### src/rtl/mux_scan_sequencer.sv
// Walks a 4:1 mux select through channels 0..3, dwelling DWELL cycles per channel,
// and assembles the sampled mux output into a 4-bit word with valid/changed strobes.
module mux_scan_sequencer #(
    parameter int DWELL = 2
) (
    input  logic       clk,
    input  logic       rst_n,
    input  logic       start,
    input  logic       continuous,
    input  logic       abort,
    input  logic       mux_out,
    output logic [1:0] sel,
    output logic [3:0] sample,
    output logic       valid,
    output logic       changed,
    output logic       busy
);

    // Counter holds 0..DWELL-1; a 1-bit counter stays at 0 when DWELL=1.
    localparam int            CW   = (DWELL > 1) ? $clog2(DWELL) : 1;
    localparam logic [CW-1:0] LAST = CW'(DWELL - 1);

    typedef enum logic {IDLE, SCAN} state_t;

    state_t        state_q, state_d;
    logic [1:0]    sel_q, sel_d;
    logic [CW-1:0] dwell_q, dwell_d;
    logic [3:0]    shadow_q, shadow_d;
    logic [3:0]    sample_q, sample_d;
    logic          valid_q, valid_d;
    logic          changed_q, changed_d;
    logic          have_prior_q, have_prior_d;

    always_ff @(posedge clk or negedge rst_n) begin
        if (!rst_n) begin
            state_q      <= IDLE;
            sel_q        <= '0;
            dwell_q      <= '0;
            shadow_q     <= '0;
            sample_q     <= '0;
            valid_q      <= 1'b0;
            changed_q    <= 1'b0;
            have_prior_q <= 1'b0;
        end else begin
            state_q      <= state_d;
            sel_q        <= sel_d;
            dwell_q      <= dwell_d;
            shadow_q     <= shadow_d;
            sample_q     <= sample_d;
            valid_q      <= valid_d;
            changed_q    <= changed_d;
            have_prior_q <= have_prior_d;
        end
    end

    always_comb begin
        state_d      = state_q;
        sel_d        = sel_q;
        dwell_d      = dwell_q;
        shadow_d     = shadow_q;
        sample_d     = sample_q;
        valid_d      = 1'b0;
        changed_d    = 1'b0;
        have_prior_d = have_prior_q;
        case (state_q)
            IDLE: begin
                // abort in IDLE suppresses a coincident start
                if (start && !abort) begin
                    state_d = SCAN;
                    sel_d   = '0;
                    dwell_d = '0;
                end
            end
            SCAN: begin
                if (abort) begin
                    state_d = IDLE;
                    sel_d   = '0;
                    dwell_d = '0;
                end else if (dwell_q == LAST) begin
                    shadow_d[sel_q] = mux_out;
                    dwell_d         = '0;
                    if (sel_q != 2'd3) begin
                        sel_d = sel_q + 2'd1;
                    end else begin
                        sample_d     = {mux_out, shadow_q[2:0]};
                        valid_d      = 1'b1;
                        changed_d    = have_prior_q && (sample_d != sample_q);
                        have_prior_d = 1'b1;
                        sel_d        = '0;
                        if (!continuous) state_d = IDLE;
                    end
                end else begin
                    dwell_d = dwell_q + CW'(1);
                end
            end
            default: state_d = IDLE;
        endcase
    end

    always_comb begin
        sel     = sel_q;
        sample  = sample_q;
        valid   = valid_q;
        changed = changed_q;
        busy    = (state_q == SCAN);
    end

endmodule

### config.mk
export PLATFORM = sky130hd
export DESIGN_NAME = mux_scan_sequencer
export DESIGN_NICKNAME = d
export VERILOG_FILES = /design/src/rtl/mux_scan_sequencer.sv
export SDC_FILE = /design/constraint.sdc
export NUM_CORES = 1
export LEC_CHECK = 0
export ABC_AREA = 1
export BUFFER_PORTS_ARGS = -buffer_cell sky130_fd_sc_hd__buf_2
export CORE_MARGIN = 4
export CORE_UTILIZATION = 46
export CTS_CLUSTER_DIAMETER = 200
export DETAILED_ROUTE_END_ITERATION = 6
export HOLD_SLACK_MARGIN = 0.05
export PLACE_DENSITY = 0.67
export SKIP_LAST_GASP = 1
export SLEW_MARGIN = 5
export SYNTH_ARGS = -nofsm -noshare
export SYNTH_HDL_FRONTEND = slang
export SYNTH_SLANG_ARGS = --single-unit
export TNS_END_PERCENT = 1
### constraint.sdc
create_clock -name clk -period 1.8 [get_ports clk]
set_input_delay 0.27 -clock clk [delete_from_list [all_inputs] [get_ports clk]]
set_output_delay 0.27 -clock clk [all_outputs]
set_load 0.005 [all_outputs]
==> flow_summary.json, run 1 <==
{
  "drt_pass1_iterations": 4,
  "synth_area_per_cell_um2": 8.13,
  "async_flop_share_pct": 100,
  "num_vias": 542,
  "period_share_pct": 71.9,
  "use_met3_pct": 3.45,
  "r2r.worst_path.cells": 5,
  "use_met2_pct": 22.0,
  "grt_pass1_vias": 523,
  "whs_endpoint": "sample[3]",
  "cts_post_setup_buffers_inserted": 0,
  "area_growth_pct": 17.7,
  "place_area_um2": 777,
  "required_ns": 2.01,
  "grt-busiest-layer": "met2",
  "vdd_drop_max_mv": 0.566,
  "dieArea_um2": 2210,
  "startpoint_type": "flip-flop",
  "fin_util_pct": 60.3,
  "setup-violations-final": 0,
  "min_path_cells": 3,
  "synth_edf_count": 0,
  "crit_fanout": 11,
  "multiInputGateArea_um2": 278,
  "die_w_um": 47.0,
  "relSlewSlack_pct": 73.9,
  "rows": 13,
  "diodes": 0,
  "status": "finished clean",
  "reg2reg_from": "sel[0]",
  "grt_start_max_net_pins": 15,
  "crit_type": "flip-flop to flip-flop",
  "yosysWarnings": 0,
  "grt_use_total_pct": 14.1,
  "final_layout_size_suffix_gt1_share_pct": 22.1,
  "htree_levels": 1,
  "routed_wl_um": 1200,
  "worst_pin_slew_ns": 0.392,
  "finalClockSkew_ns": 0.00483,
  "portBuffers": 14,
  "cts_buffers": 3,
  "end_kind": "flip-flop",
  "fp.dieH_um": 47.0,
  "seq_area_um2": 350,
  "postRouteAntennaNets": 0,
  "ys_seq_elements": 14,
  "clock-sinks": 14,
  "static-leakage-power_nw": 0.458,
  "dp.cells": 114,
  "routedWlPerCell_um": 10.1,
  "cts_tree": "done",
  "overflow": 0,
  "final-max-slew-violation-count": 0,
  "rrSetupSlack_ns": 0.51,
  "pin_count": 15,
  "yosysSeqAreaShare_pct": 50.1,
  "design_area_um2": 823,
  "crit_path_start": "sel[0]",
  "rsz0062_at_grt": "no",
  "drtIter0Drc": 7,
  "gr-usage-met1_pct": 17.8,
  "yosysTopAreaCell": "dfrtp_1",
  "cts_buffer_depth": 2,
  "hpwl_um": 887,
  "cts.root.buffer_cell": "clkbuf_4",
  "r2r_end": "changed",
  "syn-cell-area_um2": 699,
  "synth_cell_types": 14,
  "setup-tns-final_ns": 0,
  "synth_top_cell_area_share_pct": 50.1,
  "gp_congestion": 0.721,
  "pwr_density_cell_nw_per_um2": 1020,
  "cap_violations": 0,
  "cts.reportedPaths.clkPinSlew_ns": 0.09,
  "min_period_ns": 1.29,
  "fmax_mhz": 772,
  "antenna_found_initial": 0,
  "nFillCells": 130,
  "hp-class": "input port to flip-flop",
  "cp.arrival_ns": 1.50,
  "synth_ff_type": "dfrtp_1",
  "hold_viol_final": 0,
  "min_from": "mux_out",
  "total_power_uw": 843,
  "synth_cells": 86,
  "finalNonFillerCells": 119,
  "start_util_pct": 51.2,
  "synth_nets": 96,
  "nets": 115,
  "vias_per_cell": 4.55,
  "netlist_top_cells_area": "dfrtp_1, nand2_1, inv_1, ha_1, o21ai_0",
  "core-area_um2": 1370,
  "drc": 0,
  "insertion_delay_ns": 0.27,
  "grt_first_pass_wirelength_um": 2150
}
[cell usage in the layout, fill, tap and decap left out, drive strengths merged]
cell,count
inv,16
clkbuf,4
dlygate4sd3,1
a21oi,1
nand3,2
nand2,33
a21boi,1
dfrtp,14
o21ai,10
ha,4
nor2,3
or2,1
buf,14
[cells by family after synthesis]
logic type	count (synthesis)	share of synthesized area, %
and+or+nand+nor	39	23.1
buffers and inverters	17	10.2
DFF	14	50.1
AOI/OAI and AO/OA	12	9.48
adders and majority gates	4	7.16
[what timing repair did]
| item | in CTS | in global routing |
|---|---|---|
| endpoints found under the hold margin | 14 | 0 |
| resized for setup | 0 | 0 |
| endpoints found under the setup margin | 0 | 0 |
| hold buffers | 1 | 0 |
[how the worst max path moves through the flow]
stage	endpoint	slack [ns]	cells after the start
3_3_place_gp	sample[0]	0.58	4
5_1_grt	sample[3]	0.36	5
6_report	changed	0.51	5
4_1_cts	changed	0.50	5
2_1_floorplan	have_prior_q	0.68	4
3_5_place_dp	sample[2]	0.51	4
[worst max-delay path, cell delays in order, from the launching register on]
cell,delay (ns)
dfrtp_1,0.42
ha_1,0.20
inv_1,0.07
nor2_2,0.34
nand2_2,0.08
a21oi_2,0.11
[metal layers]
metal  vias to the layer above  wire length (um)
met5                         -                 0
met4                         0                17
met3                         2                59
met2                        10               543
met1                       235               582
li1                        295                 -
[final cells by class]
class	instances	area share, %
sequential	14	42.6
multi-input combinational	55	33.7
timing repair buffer	15	9.73
inverter	16	7.29
clock buffer	4	4.41
tap	15	2.28
[metrics by stage]
stage	hold slack, ns	worst slack, ns
after floorplan	-0.0256	0.676
after global placement	0.181	0.584
after detailed placement	0.185	0.508
after CTS	0.224	0.497
after global routing	0.265	0.360
final	0.227	0.505
[state kept, by name, indices dropped and copies added, names as in the netlist]
signal,count
have_prior_q,1
sel,2
busy,1
valid,1
changed,1
sample,4
dwell_q,1
shadow_q,3
[synth_stat cells (2+ instances only)]
cell      n
nor2_1    2
inv_1    16
nand2_1  32
o21ai_0  10
dfrtp_1  14
ha_1      4
[power breakdown]
| group | total, mW | internal, mW | switching [mW] |
|---|---|---|---|
| Clock | 0.224 | 0.123 | 0.101 |
| Combinational | 0.186 | 0.0791 | 0.106 |
| Sequential | 0.434 | 0.372 | 0.0622 |
No activity file was read; power rests on OpenSTA's default activity.
==> run 2: changes to the inputs <==
- PLACE_DENSITY: 0.67 -> 0.7
- clock period: 1.8 -> 1.1 ns (I/O delays scaled with it)
==> run 2 against run 1 <==
Compared with the run above: the run now ends with negative setup slack left; design area up 7.1%; non-clock buffer count up 4; via count up 8.5%; setup slack worse by 0.51 ns; register-to-register slack worse by 0.51 ns; critical path type unchanged; largest cell class unchanged.
==> flow_summary.json, run 2 (synthesis gave the netlist of run 1 again) <==
{
  "status": "complete, but fails checks",
  "violations": "negative setup slack",
  "multiInputGateArea_um2": 285,
  "drc": 0,
  "fp.dieH_um": 47.0,
  "htree_levels": 1,
  "area_growth_pct": 26.1,
  "nets": 119,
  "num_vias": 588,
  "setup-violations-final": 1,
  "grt_first_pass_wirelength_um": 2280,
  "cp.arrival_ns": 1.28,
  "routedWlPerCell_um": 11.1,
  "rows": 13,
  "die_w_um": 47.0,
  "hpwl_um": 966,
  "routed_wl_um": 1370,
  "min_period_ns": 1.10,
  "vias_per_cell": 4.78,
  "cts.root.buffer_cell": "clkbuf_4",
  "rsz0062_at_grt": "yes",
  "cts_buffers": 3,
  "finalClockSkew_ns": 0.00319,
  "startpoint_type": "flip-flop",
  "crit_fanout": 3,
  "seq_area_um2": 350,
  "combPwrFrac_pct": 25.4,
  "diodes": 0,
  "clkPwrFrac_pct": 26.1,
  "cts.reportedPaths.clkPinSlew_ns": 0.09,
  "hold_viol_final": 0,
  "worst_pin_slew_ns": 0.317,
  "cts_buffer_depth": 2,
  "relSlewSlack_pct": 78.9,
  "worstPathCellList": "ha_2 > inv_2 > nor2_4 > or2_2",
  "p_sw_share_pct": 32.6,
  "insertion_delay_ns": 0.28,
  "largest_register_ff_count": 4,
  "p_seq_share_pct": 48.5,
  "clock-sinks": 14,
  "crit_type": "flip-flop to flip-flop",
  "dp.cells": 117,
  "antenna_found_initial": 0,
  "drt_pass1_iterations": 4,
  "cts_tree": "done",
  "layout_common_cells": "nand2_1, inv_1, dfrtp_1",
  "dieArea_um2": 2210,
  "final_layout_size_suffix_gt1_share_pct": 27.8,
  "end_kind": "flip-flop",
  "gp_congestion": 0.775,
  "final-max-slew-violation-count": 0,
  "pin_count": 15,
  "core-area_um2": 1370,
  "timing.final.ws_setup_ns": -0.00313,
  "reg2reg_from": "sel[1]",
  "grt_start_max_net_pins": 15,
  "design_area_um2": 882,
  "required_ns": 1.27,
  "grt_pass1_vias": 569,
  "cp_slowest_cell": "dfrtp_1",
  "r2r.worst_path.cells": 4,
  "r2r_end": "have_prior_q",
  "cts_post_setup_buffers_inserted": 0,
  "grt_use_total_pct": 15.1,
  "fin_util_pct": 64.6,
  "portBuffers": 14,
  "p_sw_uw": 473,
  "final_common_cell": "nand2_1",
  "finalNonFillerCells": 123,
  "start_util_pct": 51.2,
  "nFillCells": 127,
  "drtIter0Drc": 9,
  "rrSetupSlack_ns": -0.003,
  "internal-power_uw": 978,
  "pwr_density_cell_nw_per_um2": 1650,
  "cap_violations": 0,
  "vdd_drop_max_mv": 0.899,
  "period_share_pct": 100,
  "fmax_mhz": 907,
  "min_path_cells": 3,
  "static-leakage-power_nw": 0.481,
  "max_stage_delay_ns": 0.41,
  "hp-class": "input port to flip-flop",
  "total_power_mw": 1.45,
  "whs_endpoint": "sample[3]",
  "place_area_um2": 802,
  "min_from": "mux_out",
  "postRouteAntennaNets": 0,
  "overflow": 0
}
-- run 2: cell types whose count changed in the layout (fill, tap and decap cells not counted) --
cell | before | now
buf_2 | 14 | 13
buf_6 | 0 | 5
o21ai_0 | 10 | 9
o21ai_1 | 0 | 1
nor2_4 | 0 | 1
inv_2 | 0 | 2
nor2_2 | 1 | 0
ha_2 | 0 | 1
ha_1 | 4 | 3
inv_1 | 16 | 14
-- run 2: final cells by class --
| class | instances | area share [%] |
|---|---|---|
| inverters | 16 | 6.81 |
| repair buffers | 19 | 14.9 |
| well taps | 15 | 2.13 |
| multi-input cells | 55 | 32.3 |
| flip-flops and latches | 14 | 39.7 |
| clock buffers | 4 | 4.11 |
-- run 2: stage by stage --
stage / worst slack, ns / setup TNS, ns / hold WS [ns]
floorplan: 0.0199 / 0 / -0.131
global placement: 0.0340 / 0 / 0.0804
detailed placement: 0.0125 / 0 / 0.0811
CTS: -0.00897 / -0.0151 / 0.123
global route: -0.0556 / -0.473 / 0.129
finish: -0.00313 / -0.00313 / 0.126
-- run 2: metal layers --
layer / vias up / wire, um / share of wire, % / global-route usage [%]
li1: 299 / - / - / -
met1: 267 / 583 / 43 / 17.0
met2: 20 / 684 / 50 / 26.8
met3: 2 / 78 / 5.7 / 2.30
met4: 0 / 22 / 1.6 / 8.29
met5: - / 0 / 0 / 0
-- run 2: power groups by stage --
| stage | Clock (mW) | Sequential [mW] | Combinational [mW] |
|---|---|---|---|
| CTS | 0.383 | 0.703 | 0.372 |
| global placement | 0 | 0.704 | 0.341 |
| global route | 0.410 | 0.721 | 0.432 |
| floorplan | 0 | 0.704 | 0.209 |
| detailed placement | 0 | 0.709 | 0.350 |
| finish | 0.379 | 0.704 | 0.369 |
-- run 2: repair_timing --
action | 4_1_cts | 5_1_grt
pin swaps | 1 | 2
setup endpoints to repair | 5 | 13
gates cloned | 1 | 0
hold endpoints to repair | 14 | 0
hold buffers | 1 | 0
gates resized for setup | 6 | 3
-- run 2: worst max path at each step --
stage | start | to | slack [ns] | cells after the start
after global routing | sel[1] | changed | -0.06 | 6
after floorplan | sel[1] | have_prior_q | 0.02 | 4
after CTS | sel[1] | sel[1] | -0.009 | 2
after detailed placement | sel[0] | shadow_q[2] | 0.01 | 6
final | sel[1] | have_prior_q | -0.003 | 4
after global placement | sel[1] | sample[3] | 0.03 | 6
-- run 2: critical path, delay by kind of cell, from the launching register on --
family,cells,cell delay (ns)
and+or+nand+nor,2,0.30
DFF,1,0.41
buffers and inverters,1,0.07
adders and majority gates,1,0.21
